File: src/rtl/toggle_stimulus_gen_pkg.sv
// Shared state encoding, default parameters and a width helper for toggle_stimulus_gen.
package toggle_gen_pkg;

  localparam int DEF_CHANNELS = 4;
  localparam int DEF_PERIOD_W = 8;
  localparam int DEF_RUN_W    = 16;

  typedef enum logic [1:0] {
    IDLE = 2'd0,
    RUN  = 2'd1,
    DONE = 2'd2
  } state_e;

  // Channel index width, never narrower than one bit so a single-channel build still has a port.
  function automatic int chan_idx_w(input int n);
    return (n > 1) ? $clog2(n) : 1;
  endfunction

endpackage

File: src/rtl/toggle_stimulus_gen_if.sv
// Config write channel of toggle_stimulus_gen: valid/ready handshake carrying channel, half-period and initial level.
interface toggle_stimulus_gen_if
  import toggle_gen_pkg::*;
#(
  parameter int CHANNELS = DEF_CHANNELS,
  parameter int PERIOD_W = DEF_PERIOD_W
);
  localparam int CHAN_W = chan_idx_w(CHANNELS);

  logic                cfg_valid;
  logic                cfg_ready;
  logic [CHAN_W-1:0]   cfg_chan;
  logic [PERIOD_W-1:0] cfg_half;
  logic                cfg_init;

  modport master (output cfg_valid, cfg_chan, cfg_half, cfg_init, input cfg_ready);
  modport slave  (input cfg_valid, cfg_chan, cfg_half, cfg_init, output cfg_ready);

endinterface

File: src/rtl/toggle_stimulus_gen_chan.sv
// One generator channel: half-period counter, registered output level and a one-cycle toggle pulse.
module toggle_gen_chan #(
  parameter int PERIOD_W = 8
) (
  input  logic                clk,
  input  logic                rst_n,
  input  logic                load,
  input  logic                tick,
  input  logic [PERIOD_W-1:0] half,
  input  logic                init,
  output logic                level,
  output logic                toggled
);
  logic [PERIOD_W-1:0] cnt_q, cnt_d;
  logic                level_q, level_d;
  logic                toggled_q, toggled_d;

  // A zero half-period keeps the channel parked at its initial level.
  always_comb begin
    cnt_d     = cnt_q;
    level_d   = level_q;
    toggled_d = 1'b0;
    if (load) begin
      cnt_d   = '0;
      level_d = init;
    end else if (tick && (half != '0)) begin
      if (cnt_q == half - 1'b1) begin
        cnt_d     = '0;
        level_d   = ~level_q;
        toggled_d = 1'b1;
      end else begin
        cnt_d = cnt_q + 1'b1;
      end
    end
  end

  always_ff @(posedge clk or negedge rst_n) begin
    if (!rst_n) begin
      cnt_q     <= '0;
      level_q   <= 1'b0;
      toggled_q <= 1'b0;
    end else begin
      cnt_q     <= cnt_d;
      level_q   <= level_d;
      toggled_q <= toggled_d;
    end
  end

  assign level   = level_q;
  assign toggled = toggled_q;

endmodule

File: src/rtl/toggle_stimulus_gen.sv
// Multi-channel square-wave generator: run FSM, per-channel config registers and optional run limit.
// Define TOGGLE_GEN_RUN_LIMIT_EN to enable run_len, the run counter and the DONE state.
module toggle_stimulus_gen
  import toggle_gen_pkg::*;
#(
  parameter int CHANNELS = DEF_CHANNELS,
  parameter int PERIOD_W = DEF_PERIOD_W,
  parameter int RUN_W    = DEF_RUN_W
) (
  input  logic                  clk,
  input  logic                  rst_n,
  toggle_stimulus_gen_if.slave  cfg,
  input  logic                  start,
  input  logic                  stop,
  input  logic [RUN_W-1:0]      run_len,
  output logic                  busy,
  output logic                  done,
  output logic [CHANNELS-1:0]   chan_out,
  output logic [CHANNELS-1:0]   chan_edge
);
  state_e                            state_q, state_d;
  logic [CHANNELS-1:0][PERIOD_W-1:0] half_q, half_d;
  logic [CHANNELS-1:0]               init_q, init_d;
  logic                              cfg_hs;
  logic                              load;
  logic                              tick;

  assign cfg.cfg_ready = (state_q == IDLE) || (state_q == DONE);
  assign cfg_hs        = cfg.cfg_valid && cfg.cfg_ready;
  assign busy          = (state_q == RUN);

`ifdef TOGGLE_GEN_RUN_LIMIT_EN
  logic [RUN_W-1:0] run_cnt_q, run_cnt_d, run_len_q, run_len_d, run_cnt_inc;
  logic             limit_hit;

  assign run_cnt_inc = run_cnt_q + 1'b1;
  assign limit_hit   = (run_len_q != '0) && (run_cnt_inc == run_len_q);
  assign done        = (state_q == DONE);
`else
  logic unused_run_len;

  assign unused_run_len = ^run_len;
  assign done           = 1'b0;
`endif

  // Writes to a channel index beyond the last channel complete the handshake but change nothing.
  always_comb begin
    half_d = half_q;
    init_d = init_q;
    if (cfg_hs && (int'(cfg.cfg_chan) < CHANNELS)) begin
      half_d[cfg.cfg_chan] = cfg.cfg_half;
      init_d[cfg.cfg_chan] = cfg.cfg_init;
    end
  end

  always_comb begin
    state_d = state_q;
    load    = 1'b0;
    tick    = 1'b0;
`ifdef TOGGLE_GEN_RUN_LIMIT_EN
    run_cnt_d = run_cnt_q;
    run_len_d = run_len_q;
`endif
    case (state_q)
      IDLE, DONE: begin
        if (stop) begin
          state_d = IDLE;
        end else if (start && !cfg.cfg_valid) begin
          state_d = RUN;
          load    = 1'b1;
`ifdef TOGGLE_GEN_RUN_LIMIT_EN
          run_cnt_d = '0;
          run_len_d = run_len;
`endif
        end
      end
      RUN: begin
        if (stop) begin
          state_d = IDLE;
`ifdef TOGGLE_GEN_RUN_LIMIT_EN
        end else if (limit_hit) begin
          state_d = DONE;
`endif
        end else begin
          tick = 1'b1;
`ifdef TOGGLE_GEN_RUN_LIMIT_EN
          run_cnt_d = run_cnt_inc;
`endif
        end
      end
      default: state_d = IDLE;
    endcase
  end

  always_ff @(posedge clk or negedge rst_n) begin
    if (!rst_n) begin
      state_q <= IDLE;
      half_q  <= '0;
      init_q  <= '0;
`ifdef TOGGLE_GEN_RUN_LIMIT_EN
      run_cnt_q <= '0;
      run_len_q <= '0;
`endif
    end else begin
      state_q <= state_d;
      half_q  <= half_d;
      init_q  <= init_d;
`ifdef TOGGLE_GEN_RUN_LIMIT_EN
      run_cnt_q <= run_cnt_d;
      run_len_q <= run_len_d;
`endif
    end
  end

  for (genvar c = 0; c < CHANNELS; c++) begin : g_chan
    toggle_gen_chan #(
      .PERIOD_W (PERIOD_W)
    ) u_chan (
      .clk     (clk),
      .rst_n   (rst_n),
      .load    (load),
      .tick    (tick),
      .half    (half_q[c]),
      .init    (init_q[c]),
      .level   (chan_out[c]),
      .toggled (chan_edge[c])
    );
  end

endmodule
File: src/flat_wrapper.sv
// flat-port wrapper written by rule: the top's interface ports become plain ports
module toggle_stimulus_gen_flat import toggle_gen_pkg::*;
#(
  parameter int CHANNELS = DEF_CHANNELS,
  parameter int PERIOD_W = DEF_PERIOD_W,
  parameter int RUN_W    = DEF_RUN_W
)
  (clk, rst_n, start, stop, run_len, busy, done, chan_out, chan_edge, cfg_cfg_valid, cfg_cfg_chan, cfg_cfg_half, cfg_cfg_init, cfg_cfg_ready);
  toggle_stimulus_gen_if #(.CHANNELS(CHANNELS), .PERIOD_W(PERIOD_W)) cfg_i ();
  input  logic clk;
  input  logic rst_n;
  input  logic start;
  input  logic stop;
  input  logic [RUN_W-1:0] run_len;
  output logic busy;
  output logic done;
  output logic [CHANNELS-1:0] chan_out;
  output logic [CHANNELS-1:0] chan_edge;
  input wire logic [$bits(cfg_i.cfg_valid)-1:0] cfg_cfg_valid;
  input wire logic [$bits(cfg_i.cfg_chan)-1:0] cfg_cfg_chan;
  input wire logic [$bits(cfg_i.cfg_half)-1:0] cfg_cfg_half;
  input wire logic [$bits(cfg_i.cfg_init)-1:0] cfg_cfg_init;
  output wire logic [$bits(cfg_i.cfg_ready)-1:0] cfg_cfg_ready;
  assign cfg_i.cfg_valid = cfg_cfg_valid;
  assign cfg_i.cfg_chan = cfg_cfg_chan;
  assign cfg_i.cfg_half = cfg_cfg_half;
  assign cfg_i.cfg_init = cfg_cfg_init;
  assign cfg_cfg_ready = cfg_i.cfg_ready;
  toggle_stimulus_gen #(.CHANNELS(CHANNELS), .PERIOD_W(PERIOD_W), .RUN_W(RUN_W)) u_core (.clk(clk), .rst_n(rst_n), .cfg(cfg_i), .start(start), .stop(stop), .run_len(run_len), .busy(busy), .done(done), .chan_out(chan_out), .chan_edge(chan_edge));
endmodule
File: config.mk
export PLATFORM = sky130hd
export DESIGN_NAME = toggle_stimulus_gen_flat
export DESIGN_NICKNAME = d
export VERILOG_FILES = /design/src/rtl/toggle_stimulus_gen_pkg.sv /design/src/rtl/toggle_stimulus_gen_if.sv /design/src/rtl/toggle_stimulus_gen_chan.sv /design/src/rtl/toggle_stimulus_gen.sv /design/src/flat_wrapper.sv
export SDC_FILE = /design/constraint.sdc
export NUM_CORES = 1
export LEC_CHECK = 0
export ABC_AREA = 1
export CAP_MARGIN = 20
export CORE_MARGIN = 2
export CORE_UTILIZATION = 52
export CTS_CLUSTER_DIAMETER = 60
export DETAILED_ROUTE_END_ITERATION = 6
export HOLD_SLACK_MARGIN = 0.03
export PLACE_DENSITY = 0.85
export SLEW_MARGIN = 5
export SYNTH_ARGS = -nofsm -noshare
export SYNTH_HDL_FRONTEND = slang
export SYNTH_SLANG_ARGS = --single-unit
File: constraint.sdc
create_clock -name clk -period 1.7 [get_ports clk]
set_input_delay 0.34 -clock clk [delete_from_list [all_inputs] [get_ports clk]]
set_output_delay 0.34 -clock clk [all_outputs]
set_load 0.03 [all_outputs]
==> qor.yml, run 1 <==
status: "finished, violations left"
violations_in_the_final_reports: "negative setup slack"
critical_path.endpoint_type: "flop"
nets: 738
cts_buffer_depth: 2
cts-buffers-inserted: 9
finalWeightedCongestion: 0.953
worst_skew_pair.late_latency_ps: 360
grt_max_degree: 33
p_per_area_nw_per_um2: 1140
skew_ps: 12.9
post_drt_wl_per_cell_um: 15.2
timing.hold.ws_ps: 468
io-pin-count: 43
place_hpwl_mm: 8.21
fraction_of_the_core_area_covered_by_cells_at_the_end_of_the_flow: 0.660
ctsRootBufferMaster: "clkbuf_8"
final_max_slew_viol_count: 0
power.ir.vdd_worst_v: 0.000686
synth-seq-area-share: 0.411
final_hold_violations: 0
place.port_buffers: 25
rows: 34
filler_cell_count: 630
cts_max_level: 3
number_of_nets_in_the_synthesized_netlist: 675
drt_iter0_drc: 310
period_needed_ps: 1760
power_switching_share: 0.390
synthTopCellsByArea: "dfrtp_1 41%, nand2_1 15%, xor2_1 6.7%"
p_int_mw: 4.02
grt_antenna_before_repair: 0
setup_violations: 21
grt-ovfl-total: 0
timing.fmax_ghz: 0.570
setup_ws_ps: -55.7
power.sequential.fraction: 0.395
die_x_um: 98.9
placeableCoreArea_um2: 8720
vias_per_cell: 5.48
synth.cell_area_um2: 4690
detail_route.first_pass.iterations: 5
clock_power_share: 0.240
cp_max_fo: 4
final_min_period_over_clock_period: 1.03
number_of_maximum_capacitance_constraint_violations: 0
post_detailed_routing_wire_length_mm: 12.2
final_antenna_net_count: 0
area_delta_synth_final_pct: 22.8
net-switching-power_mw: 2.56
syn_avg_cell_area_um2: 7.43
area_of_the_multi_input_gates_um2: 2560
grt.total_usage: 0.250
via_count_of_the_first_global_routing_pass: 4279
worst_setup_start_kind: "flop"
synth_top_area_frac: 0.411
leakagePower_nw: 2.96
floorplan.die.height_um: 98.9
post-synth-top-area-cell: "dfrtp_1"
global_route_wire_length_before_repair_mm: 19.7
clk_transition_reported_paths_ps: 80
timing.critical_path.required_ps: 1950
yosys.cell_types.count: 28
layout.area.seq_um2: 1930
critPathKind: "flop to flop"
rsz_0062_raised_after_global_routing: "yes"
drc: 0
hold_class: "input pin to asynchronous set/reset pin"
combinationalPowerShare: 0.365
floorplan.initialDensity: 0.537
die-area_um2: 9790
clock_sinks: 77
route.vias.total: 4421
worst_endpoint_data_arrival_time_ps: 2000
tritoncts: "built"
synthesis.instances: 631
insertedDiodeCount: 0
ys_ff_latch: 77
power_mw: 6.58
yosys_warnings: 0
post_route_cells_drive_above_1_share: 0.212
metrics by stage:
| stage | TNS (ps) | setup slack [ps] | std cells | instance area (um2) |
|---|---|---|---|---|
| 2_1_floorplan | 0 | 69.5 | 631 | 4690 |
| 3_3_place_gp | -3180 | -125 | 780 | 5240 |
| 3_5_place_dp | -6750 | -215 | 780 | 5240 |
| 4_1_cts | -490 | -84.1 | 801 | 5570 |
| 5_1_grt | -3620 | -150 | 807 | 5760 |
| 6_report | -484 | -55.7 | 807 | 5760 |
cells in the final DEF, fill, tap and decap left out, types with 10 or more instances in the layout:
master,netlist,routed
nand3_1,40,38
clkbuf_8,0,10
o21ai_0,52,45
buf_4,10,41
inv_1,72,57
clkdlybuf4s50_1,0,14
nor2_1,72,57
nand2_2,5,14
nor2_2,8,18
inv_2,6,21
nand2_1,185,174
o21ai_1,7,11
dfrtp_1,77,73
xnor2_1,12,11
xor2_1,36,35
layer usage:
| layer | GRT usage | wire length, um |
|---|---|---|
| met3 | 0.0333 | 638 |
| met4 | 0.109 | 456 |
| met5 | 0 | 0 |
| met2 | 0.438 | 6310 |
| met1 | 0.309 | 4830 |
sequential cells by signal, summed over array words and instances, names as in the netlist:
name	cells
u_core.g_chan.u_chan.level	4
u_core.state_q	1
u_core.half_q	32
u_core.g_chan.u_chan.toggled	4
u_core.init_q	4
u_core.g_chan.u_chan.cnt_q	32
cell families after synthesis:
| kind of cell | share of synthesized area |
|---|---|
| xor+xnor | 0.0897 |
| fa+ha+maj | 0.0320 |
| simple gates | 0.313 |
| compound gates | 0.0684 |
| other cells | 0.000800 |
| flops | 0.411 |
| buf+inv | 0.0849 |
power by group through the flow:
stage | clock network (mW) | registers [mW] | logic [mW]
finish | 1.58 | 2.60 | 2.40
floorplan | 0 | 2.48 | 1.47
global route | 1.67 | 2.65 | 2.69
global placement | 0 | 2.55 | 1.85
detailed placement | 0 | 2.58 | 1.99
CTS | 1.57 | 2.56 | 2.14
path summary, 6_finish.rpt:
kind / from / end / slack [ps] / depth (start not counted)
max in group asynchronous: rst_n / u_core.g_chan[1].u_chan.cnt_q[2] / 650 / 3
worst min-delay path: rst_n / u_core.g_chan[3].u_chan.cnt_q[2] / 470 / 2
worst min register to register: u_core.init_q[3] / u_core.init_q[3] / 500 / 2
min in group clk: u_core.init_q[3] / u_core.init_q[3] / 500 / 2
worst max register to register: u_core.half_q[1] / u_core.g_chan[0].u_chan.cnt_q[2] / -60 / 12
worst max-delay path: u_core.half_q[1] / u_core.g_chan[0].u_chan.cnt_q[2] / -60 / 12
worst max-delay path: stages (launching register included):
cell and delay [ps]:
dfrtp_1 400, inv_2 90, ha_4 200, nand2_2 70
inv_2 40, nor2_2 110, nand2_1 70, nor2_1 100
nand2_1 100, nor2_4 150, nand4_4 140, nand2_4 130
nor2_2 40
Yosys cell counts (all sizes together):
library cell	count
buf	12
nand3	47
nand2	190
nand3b	4
nor3	2
conb	1
xnor2	12
nor3b	1
clkbuf	5
nor2	83
xor2	36
dfrtp	77
or2	1
inv	78
ha	12
nand4	9
o21ai	61
what timing repair did:
item / 4_1_cts / 5_1_grt
endpoints found under the hold margin: 28 / 0
hold buffers: 1 / 0
setup buffers: 4 / 6
gates cloned: 0 / 0
setup endpoints to repair: 43 / 44
gates resized for setup: 28 / 56
pin swaps: 21 / 34
final cells by class:
cell class                 instances  share of cell area
tap                              108              0.0235
clock buffer                      10              0.0239
clock inverter                     6              0.0150
sequential                        77               0.336
multi-input combinational        459               0.445
inverter                          78              0.0509
timing repair buffer              69               0.106
No activity file was read; power rests on OpenSTA's default activity.
==> run 2: changes to the inputs <==
--- a/config.mk
+++ b/config.mk
@@ -9,7 +9,7 @@
 export CAP_MARGIN = 20
 export CORE_MARGIN = 2
 export CORE_UTILIZATION = 52
-export CTS_CLUSTER_DIAMETER = 60
+export CTS_CLUSTER_DIAMETER = 40
 export DETAILED_ROUTE_END_ITERATION = 6
 export HOLD_SLACK_MARGIN = 0.03
 export PLACE_DENSITY = 0.85
==> constraint.sdc (replaced) <==
create_clock -name clk -period 1.6 [get_ports clk]
set_input_delay 0.32 -clock clk [delete_from_list [all_inputs] [get_ports clk]]
set_output_delay 0.32 -clock clk [all_outputs]
set_load 0.03 [all_outputs]
==> qor.yml, run 2 (synthesis results as in run 1) <==
r2r.worst_path.cells: 11
cp_max_fo: 3
skew_ps: 17.0
tns_ps: -4340
insertedDiodeCount: 0
cp.depth: 11
die-area_um2: 9790
grt.total_usage: 0.259
critPathMostFrequentCell: "nand2_2"
setup_violations: 38
post_dp_cell_area_um2: 5300
cts_max_level: 3
critical_path.endpoint_type: "flop"
met2RoutedLength_mm: 6.52
via_count_of_the_first_global_routing_pass: 4473
detail_route.first_pass.iterations: 5
period_needed_ps: 1800
post-route-cell-area_um2: 5830
met3RoutedLength_um: 781
clk_transition_reported_paths_ps: 90
grt-ovfl-total: 0
power.ir.vdd_worst_v: 0.000847
final_hold_violations: 0
final_antenna_net_count: 0
worst_setup_start_kind: "flop"
post_detailed_routing_wire_length_mm: 12.7
number_of_maximum_capacitance_constraint_violations: 0
ctsRootBufferMaster: "clkbuf_8"
drc: 0
vias_per_cell: 5.54
io-pin-count: 43
post_drt_wl_per_cell_um: 15.7
post_route_cells_drive_above_1_share: 0.248
violations_in_the_final_reports: "negative setup slack"
worst_skew_pair.late_latency_ps: 370
tritoncts: "built"
place.port_buffers: 25
timing.critical_path.slowest_stage_cell: "dfrtp_1"
wl_met1_mm: 4.90
rows: 34
finalWeightedCongestion: 0.920
grt_antenna_before_repair: 0
fraction_of_the_core_area_covered_by_cells_at_the_end_of_the_flow: 0.668
nets: 742
placeableCoreArea_um2: 8720
leakagePower_nw: 2.93
drt_iter0_drc: 336
setup_ws_ps: -204
largestRegisters: "u_core.g_chan.u_chan.cnt_q x32, u_core.half_q x32"
cts-buffers-inserted: 9
rsz_0062_raised_after_global_routing: "yes"
floorplan.die.height_um: 98.9
die_x_um: 98.9
p_per_area_nw_per_um2: 1180
critPathKind: "flop to flop"
clock_sinks: 77
cp_num_buf_inv: 2
global_route_wire_length_before_repair_mm: 20.3
crit_family: "simple AND/OR/NAND/NOR gates"
top_metal_used: "met4"
most-common-layout-cells: "167 x nand2_1, 73 x dfrtp_1, 55 x inv_1"
cp_cell_sequence: "inv_2 > ha_4 > inv_4 > nand2_2 > nand2_2 > xor2_1 > nand2_1 > nor2_2 > nand4_1 > nand2_2 > nor2_1"
route.vias.total: 4496
hold_class: "input pin to asynchronous set/reset pin"
area_delta_synth_final_pct: 24.3
filler_cell_count: 627
floorplan.initialDensity: 0.537
final_min_period_over_clock_period: 1.13
status: "finished, violations left"
final_common_cell: "nand2_1"
grt_max_degree: 35
final_max_slew_viol_count: 0
timing.fmax_ghz: 0.554
worst_endpoint_data_arrival_time_ps: 2060
timing.critical_path.slowest_cell_delay_ps: 390
timing.critical_path.required_ps: 1850
cts_buffer_depth: 2
place_hpwl_mm: 8.35
dp_slack_ps: -266
## run 2: metrics by stage
step,total power [mW],std cells,hold WS [ps]
final,6.88,811,446
after global routing,7.28,811,496
after CTS,6.48,808,460
after detailed placement,4.92,786,311
after global placement,4.77,786,301
after floorplan,4.20,631,24.4
## run 2: path summary, 6_finish.rpt
path	slack, ps	start	endpoint
hold / removal	450	rst_n	u_core.half_q[17]
max in group asynchronous	610	rst_n	u_core.g_chan[2].u_chan.cnt_q[1]
min in group clk	510	u_core.init_q[0]	u_core.init_q[0]
setup reg to reg	-200	u_core.half_q[17]	u_core.g_chan[2].u_chan.cnt_q[5]
hold reg to reg	510	u_core.init_q[0]	u_core.init_q[0]
setup / recovery	-200	u_core.half_q[17]	u_core.g_chan[2].u_chan.cnt_q[5]
## run 2: layout make-up
cell class              instances  area, um2  area share
clock buffers                   9        124      0.0213
clock inverters                 7       51.3     0.00881
inverters                      78        295      0.0507
multi-input cells             459       2640       0.454
flip-flops and latches         77       1930       0.332
well taps                     108        135      0.0232
repair buffers                 73        646       0.111
## run 2: timing repair
| item | in CTS | in global routing |
|---|---|---|
| hold buffers | 1 | 0 |
| gates resized for setup | 53 | 54 |
| pin swaps | 34 | 38 |
| endpoints found under the setup margin | 46 | 40 |
| hold endpoints to repair | 31 | 0 |
| setup buffers | 5 | 3 |
## run 2: layer usage
layer | global-route usage | up-vias
met5 | 0 | -
li1 | - | 2093
met3 | 0.0518 | 55
met2 | 0.453 | 209
met4 | 0.117 | 0
met1 | 0.306 | 2139
## run 2: report_power, final
group	leakage (nW)	internal, mW	switching (mW)
clock	0.0856	0.568	0.808
combinational	1.84	1.15	1.61
sequential	1.00	2.28	0.462
total	2.93	4.00	2.87
==> run 3: changes to the inputs <==
--- a/config.mk
+++ b/config.mk
@@ -7,6 +7,7 @@
 export LEC_CHECK = 0
 export ABC_AREA = 1
 export CAP_MARGIN = 20
+export CORE_ASPECT_RATIO = 1.75
 export CORE_MARGIN = 2
 export CORE_UTILIZATION = 52
 export CTS_CLUSTER_DIAMETER = 40
==> qor.yml, run 3 (synthesis results as in run 1) <==
p_int_mw: 5.02
cp_num_buf_inv: 0
tritoncts: "built"
cts-buffers-inserted: 9
critical_path.endpoint_type: "flop"
floorplan.initialDensity: 0.537
number_of_cells_in_the_finished_layout_apart_from_fillers: 821
number_of_maximum_capacitance_constraint_violations: 0
timing.critical_path.slowest_cell_delay_ps: 470
dp_slack_ps: -319
r2r_start: "u_core.half_q[26]"
area_delta_synth_final_pct: 28.4
combinationalPowerShare: 0.346
via_count_of_the_first_global_routing_pass: 4616
setup_ws_ps: -322
cp_cell_sequence: "nor2_2 > nand2_2 > o21ai_0 > nand2_1 > nor2_1 > nand4_1 > nand2_2 > nor2_1"
final_hold_violations: 0
timing.fmax_ghz: 0.520
finalWeightedCongestion: 0.882
cts_buffer_depth: 2
cts_max_level: 3
grt_max_degree: 24
floorplan.die.height_um: 130
global_route_wire_length_before_repair_mm: 20.6
leakagePower_nw: 3.02
post_route_cells_drive_above_1_share: 0.246
cp_max_fo: 5
timing.critical_path.slowest_stage_cell: "dfrtp_2"
filler_cell_count: 586
critPathKind: "flop to flop"
skew_ps: 6.41
p_per_area_nw_per_um2: 1310
grt_antenna_before_repair: 0
ctsRootBufferMaster: "clkbuf_16"
place_hpwl_mm: 8.39
grt-ovfl-total: 0
place.port_buffers: 25
setup.reg_to_reg.worst_slack_ps: -320
die-area_um2: 9820
timing.critical_path.required_ps: 1820
timing.hold.ws_ps: 412
detail_route.first_pass.iterations: 5
route.vias.total: 4621
clock_sinks: 77
final_common_cell: "nand2_1"
io-pin-count: 43
status: "finished, violations left"
power_switching_share: 0.362
vias_per_cell: 5.63
largestRegisters: "u_core.g_chan.u_chan.cnt_q x32, u_core.half_q x32"
crit_family: "simple AND/OR/NAND/NOR gates"
drc: 0
most-common-layout-cells: "169 x nand2_1, 74 x dfrtp_1, 54 x inv_1"
fraction_of_the_core_area_covered_by_cells_at_the_end_of_the_flow: 0.689
power.ir.vdd_worst_v: 0.00102
worst_setup_start_kind: "flop"
period_needed_ps: 1920
grt.total_usage: 0.277
clock_power_share: 0.302
power.sequential.fraction: 0.352
final_max_slew_viol_count: 0
placedCellCount: 794
die_x_um: 75.8
post_drt_wl_per_cell_um: 16.0
rows: 45
post_detailed_routing_wire_length_mm: 13.2
final_antenna_net_count: 0
cp-startpoint: "u_core.half_q[26]"
clk_transition_reported_paths_ps: 60
violations_in_the_final_reports: "negative setup slack"
insertedDiodeCount: 0
rsz_0062_raised_after_global_routing: "yes"
net-switching-power_mw: 2.85
final_min_period_over_clock_period: 1.20
hold_class: "input pin to asynchronous set/reset pin"
placeableCoreArea_um2: 8730
setup_violations: 37
worst_endpoint_data_arrival_time_ps: 2140
nets: 744
drt_iter0_drc: 439
power_mw: 7.87
worst_skew_pair.late_latency_ps: 340
run 3: power by group through the flow:
stage,registers [mW],clock network (mW),logic (mW)
floorplan,2.63,0,1.56
global placement,2.71,0,2.03
detailed placement,2.73,0,2.15
CTS,2.71,2.38,2.41
global route,2.81,2.46,3.01
finish,2.77,2.38,2.72
run 3: worst reg2reg max path, stage by stage, from the launching register on:
cell,delay [ps]
dfrtp_2,470
nor2_2,230
nand2_2,140
o21ai_0,200
nand2_1,110
nor2_1,120
nand4_1,240
nand2_2,230
nor2_1,60
run 3: area by class of cell:
| cell class | instances | area [um2] | share of cell area |
|---|---|---|---|
| multi-input combinational | 459 | 2650 | 0.440 |
| clock inverter | 4 | 95.1 | 0.0158 |
| clock buffer | 11 | 253 | 0.0420 |
| sequential | 77 | 1930 | 0.321 |
| tap | 117 | 146 | 0.0243 |
| timing repair buffer | 75 | 649 | 0.108 |
| inverter | 78 | 295 | 0.0491 |
run 3: routing by layer:
| metal | up-vias | wire, um | GRT usage | share of wire |
|---|---|---|---|---|
| met1 | 2221 | 4530 | 0.296 | 0.34 |
| met4 | 0 | 748 | 0.155 | 0.057 |
| met3 | 75 | 767 | 0.0638 | 0.058 |
| met2 | 222 | 7130 | 0.484 | 0.54 |
| li1 | 2103 | - | - | - |
| met5 | - | 0 | 0 | 0 |
run 3: path summary, 6_finish.rpt:
| check | end | cells after the start |
|---|---|---|
| max | u_core.g_chan[3].u_chan.cnt_q[2] | 8 |
| min | u_core.g_chan[2].u_chan.cnt_q[3] | 2 |
| max reg2reg | u_core.g_chan[3].u_chan.cnt_q[2] | 8 |
| min reg2reg | u_core.half_q[9] | 2 |
| max in group asynchronous | u_core.half_q[26] | 3 |
| min in group clk | u_core.half_q[9] | 2 |
run 3: repair_timing:
action,4_1_cts,5_1_grt
buffers inserted,9,2
setup endpoints to repair,47,42
hold endpoints to repair,16,0
resized for setup,60,53
pin swaps,24,34
hold buffers,1,0
run 3: metrics by stage:
stage / TNS (ps) / area (um2)
finish: -5470 / 6020
global route: -7720 / 6020
CTS: -2230 / 5850
detailed placement: -12970 / 5290
global placement: -9490 / 5290
floorplan: 0 / 4690
